<file path="config.mk">
export PLATFORM = sky130hd
export DESIGN_NAME = completion_buffer
export DESIGN_NICKNAME = d
export VERILOG_FILES = /design/src/rtl/completion_buffer.sv
export SDC_FILE = /design/constraint.sdc
export NUM_CORES = 1
export LEC_CHECK = 0
export ABC_AREA = 0
export CAP_MARGIN = 0
export CORE_MARGIN = 1.5
export CORE_UTILIZATION = 45
export DETAILED_ROUTE_END_ITERATION = 7
export SYNTH_ARGS = -nofsm -noshare
export SYNTH_HDL_FRONTEND = slang
export SYNTH_SLANG_ARGS = --single-unit
</file>
<file path="constraint.sdc">
create_clock -name clk -period 4 [get_ports clk]
set_input_delay 0.8 -clock clk [delete_from_list [all_inputs] [get_ports clk]]
set_output_delay 0.8 -clock clk [all_outputs]
set_load 0.02 [all_outputs]
</file>
<file path="src/rtl/completion_buffer.sv">
// Completion buffer: in-order FIFO behind the global-stall address pipeline.
// Holds {address, id, kill} entries and retires flushed ones in place.
`ifndef ADDRESS_WIDTH
`define ADDRESS_WIDTH 32
`endif
`ifndef ID_WIDTH
`define ID_WIDTH 4
`endif

module completion_buffer #(
  parameter int ADDRESS_WIDTH = `ADDRESS_WIDTH,
  parameter int ID_WIDTH      = `ID_WIDTH,
  parameter int DEPTH         = 8,
  parameter int CNT_WIDTH     = $clog2(DEPTH) + 1
) (
  input  logic                     clk,
  input  logic                     reset_n,
  input  logic [ADDRESS_WIDTH-1:0] in_address,
  input  logic [ID_WIDTH-1:0]      in_id,
  input  logic                     in_valid,
  input  logic                     in_flush,
  input  logic [ID_WIDTH-1:0]      in_flush_id,
  output logic                     stall_out,
  output logic [ADDRESS_WIDTH-1:0] out_address,
  output logic [ID_WIDTH-1:0]      out_id,
  output logic                     out_valid,
  input  logic                     out_ready,
  output logic [CNT_WIDTH-1:0]     occupancy,
  output logic [15:0]              drop_count
);

  localparam int PW = $clog2(DEPTH);

  logic [ADDRESS_WIDTH-1:0] addr_q [DEPTH];
  logic [ID_WIDTH-1:0]      id_q   [DEPTH];
  logic [DEPTH-1:0]         kill_q;
  logic [PW-1:0]            wptr_q;
  logic [PW-1:0]            rptr_q;
  logic [CNT_WIDTH-1:0]     count_q;
  logic [15:0]              drop_q;

  logic        full;
  logic        empty;
  logic        hit_in;
  logic        refuse;
  logic        push;
  logic        head_kill;
  logic        pop;
  logic [1:0]  drop_inc;
  logic [16:0] drop_sum;
  logic [15:0] drop_nxt;

  // Handshake, push/pop and drop accounting from registered state
  always_comb begin
    full      = (count_q == CNT_WIDTH'(DEPTH));
    empty     = (count_q == '0);
    hit_in    = in_flush && (in_id == in_flush_id);
    refuse    = in_valid && !full && hit_in;
    push      = in_valid && !full && !hit_in;
    head_kill = !empty && kill_q[rptr_q];
    out_valid = !empty && !kill_q[rptr_q];
    pop       = (out_valid && out_ready) || head_kill;
    drop_inc  = 2'(head_kill) + 2'(refuse);
    drop_sum  = {1'b0, drop_q} + 17'(drop_inc);
    drop_nxt  = drop_sum[16] ? 16'hFFFF : drop_sum[15:0];
    stall_out = full;
    occupancy = count_q;
    drop_count = drop_q;
    out_address = empty ? '0 : addr_q[rptr_q];
    out_id      = empty ? '0 : id_q[rptr_q];
  end

  // Entry storage, kill marking, pointers, count and drop counter
  always_ff @(posedge clk or negedge reset_n) begin
    if (!reset_n) begin
      for (int i = 0; i < DEPTH; i++) begin
        addr_q[i] <= '0;
        id_q[i]   <= '0;
      end
      kill_q  <= '0;
      wptr_q  <= '0;
      rptr_q  <= '0;
      count_q <= '0;
      drop_q  <= '0;
    end else begin
      if (in_flush) begin
        for (int i = 0; i < DEPTH; i++) begin
          if (id_q[i] == in_flush_id)
            kill_q[i] <= 1'b1;
        end
      end
      if (push) begin
        addr_q[wptr_q] <= in_address;
        id_q[wptr_q]   <= in_id;
        kill_q[wptr_q] <= 1'b0;
        wptr_q         <= wptr_q + 1'b1;
      end
      if (pop)
        rptr_q <= rptr_q + 1'b1;
      count_q <= count_q + CNT_WIDTH'(push)
                         - CNT_WIDTH'(pop);
      drop_q  <= drop_nxt;
    end
  end

endmodule

</file>
==> metrics.yaml <==
clock_network:
  clk_latency_ps: 530
  cts_tree: "yes"
  clkTransAtPathRegs_ps: 60
  cts-resized-gates: 0
  cts_buffer_depth: 3
  numCtsBuffers: 36
  root_buffer: "clkbuf_16"
  cts.sink_count: 322
  cts_hold_buffers: 0
  post-cts-setup-buffer-count: 0
  cts_htree_levels: 2
layout:
  multiInputGateArea_sq_um: 6980
  layout.cell_area.non_filler_sq_um: 18400
  regArea_sq_um: 8070
  design.final.nets: 1175
  area_growth_syn_to_layout_pct: 17.5
  post-route-util_pct: 53.4
  final_layout_size_suffix_gt1_share_pct: 36.9
  fill_cells: 2902
critical_path:
  critPathMaxFanout: 20
  critical_path.reg2reg.endpoint: "occupancy[2]"
  worstPathArrival_ps: 3000
  reg2reg_slack_ps: 680
  required_ps: 3200
  crit_type: "flip-flop to output pin"
  r2r-start: "rptr_q[0]"
  worstRegToRegCells: 10
  worstSetupEndpointType: "output pin"
  worst_setup_path_start_kind: "flip-flop"
logic_synthesis:
  synth_edf_count: 0
  synth.lib_cells_used.distinct: 45
  synthesized_net_count: 1061
  synth.yosys.seq_area_share_pct: 51.6
  post_synth_instance_area_sq_um: 15600
  synth_seq_cells: 322
  synth-main-ff-cell: "dfrtp_1"
  async_flop_share_pct: 100
  postSynthAreaPerCell_sq_um: 15.5
  synth_cells: 1005
  ys_warn_count: 0
worst_hold_path:
  worst_hold_path_type: "primary input to async pin"
sta:
  report.final.hold_viol_count: 0
  period_needed_ps: 3800
  timing.slew.headroom_pct: 53.8
  worst_hold_slack_ps: 299
  timing_max_transition_violations_final: 0
  rsz0062_at_grt: "false"
  finalSetupTns_ps: 0
  min_period_over_period_pct: 94.9
  timing.clock.skew_ps: 19.8
  maxClockFrequency_mhz: 263
  setup-violations-final: 0
  worst_slew_pin_slew_ps: 692
  setup_slack_ps: 202
placed_design:
  place_ws_ps: 244
  placed_cell_area_sq_um: 17100
  hpwl_um: 20500
  placement.io_buffers: 102
  routabilityCongestion: 0.760
global_route:
  grt_overflow_total: 0
  grt_start_max_net_pins: 97
  grt_pass1_vias: 9368
  grt_util_all_layers_pct: 19.6
  grt_first_pass_wirelength_um: 54300
  antenna_found_initial: 3
routing:
  wire_per_inst_um: 21.2
  remaining_drc_errors: 0
  detail_route.wirelength_um: 34000
  routed-via-count: 8752
  drt-vias-per-instance: 5.46
  final_antenna_net_count: 0
  detailedRoute.firstIterationViolations: 364
  drt-pass1-iter-count: 4
floorplanning:
  floorplan.die_area_sq_um: 35800
  die_x_um: 189
  start_util_pct: 45.5
  io_pins: 103
  core_region_area_sq_um: 34400
  die_h_um: 189
  row_count: 68
power:
  p_leak_nw: 7.96
  vdd.ir_drop.worst_mv: 0.533
  power.density_nw_per_um2: 905
outcome:
  run_status: "finished, final reports clean"
flow_run:
  max-cap-violations: 0
[cell usage after synthesis (5+ instances only)]
cell / number / area share [%]
buf_12: 6 / 0.77
mux4_2: 74 / 11
buf_6: 24 / 1.7
inv_1: 11 / 0.26
mux2i_1: 36 / 2.3
nand3_1: 8 / 0.26
nor4_1: 5 / 0.20
a31oi_1: 8 / 0.32
mux2_1: 60 / 4.3
mux2_2: 173 / 12
nand2_1: 20 / 0.48
mux2_4: 58 / 5.6
ha_1: 9 / 0.72
xor2_1: 30 / 1.7
nand4_1: 6 / 0.24
clkbuf_1: 16 / 0.38
nor2_1: 45 / 1.1
dfrtp_1: 322 / 52
buf_2: 14 / 0.45
xnor2_1: 20 / 1.1
nor3_1: 7 / 0.22
[logic make-up (layout without fill, tap and decap cells)]
family                   Yosys count  in the layout  share of synthesized area [%]
adder cells (fa/ha/maj)           11             11                          0.977
multiplexers                     401            401                           35.3
AO/OA/AOI/OAI                     33             33                           1.83
XOR/XNOR                          51             51                           2.91
AND/OR/NAND/NOR                  112            112                           3.61
buffers and inverters             75            217                           3.76
other                              0              2                              0
flip-flops                       322            322                           51.6
[cell usage in the layout (no fill, tap or decap), types with 3 or more instances in the layout]
cell type,instances
dfrtp_1,319
mux2_2,173
clkdlybuf4s50_1,101
mux4_2,74
mux2_1,60
mux2_4,58
nor2_1,45
clkbuf_16,37
mux2i_1,36
xor2_1,30
buf_4,28
nand2_1,20
xnor2_1,20
clkbuf_8,13
inv_1,11
buf_12,10
ha_1,9
a31oi_1,8
nand3_1,8
nor3_1,7
nand4_1,6
clkinv_2,6
nor4_1,5
o21ai_0,4
o21a_1,4
a21oi_4,4
clkbuf_1,4
and3_1,3
a21oi_1,3
o21ai_4,3
nor2b_1,3
nand4b_1,3
and4_1,3
bufinv_16,3
[area by class of cell]
type / count / share of cell area [%]
clock buffers: 54 / 6.10
clock inverters: 12 / 0.790
inverters: 11 / 0.225
multi-input cells: 608 / 38.0
flip-flops and latches: 322 / 43.9
diodes: 2 / 0.0273
repair buffers: 140 / 7.82
well taps: 455 / 3.10
[critical path: stages, from the launching register on]
cell and delay, ps:
dfrtp_4 610, buf_4 450, mux4_2 550, mux2i_1 250, nor2_1 70, clkdlybuf4s50_1 540
[per-layer routing]
| metal | track usage [%] | part of all wire [%] |
|---|---|---|
| met5 | 0 | 0.068 |
| met1 | 27.9 | 47 |
| met2 | 31.8 | 47 |
| met3 | 2.93 | 3.7 |
| met4 | 4.76 | 1.6 |
[state kept, by name (all words and copies together), names as in the netlist]
name,flops
kill_q,8
drop_count,16
rptr_q,3
occupancy,4
id_q,32
addr_q,256
wptr_q,3
[worst max-delay path by stage]
stage                     startpoint              end  slack [ps]  depth (start not counted)
after floorplan             in_id[2]   drop_count[13]         870                         11
after global placement      in_id[0]   drop_count[13]         380                         11
after detailed placement    in_id[0]   drop_count[13]         240                         11
after CTS                  rptr_q[0]  out_address[24]         130                          5
after global routing       rptr_q[0]  out_address[24]          40                          5
final                      rptr_q[0]  out_address[24]         200                          5
[per-stage QoR]
stage	power [mW]	std cells
final	16.6	1604
after global routing	17.7	1602
after CTS	16.8	1602
after detailed placement	13.3	1536
after global placement	13.2	1536
after floorplan	11.0	1005
[report_power, final]
| part | leakage (nW) | internal, mW | switching [mW] |
|---|---|---|---|
| registers | 3.89 | 4.87 | 1.02 |
| logic | 3.44 | 4.22 | 3.04 |
| clock network | 0.629 | 2.13 | 1.34 |
| total | 7.96 | 11.2 | 5.40 |
Power figures use the tool's default switching activity.
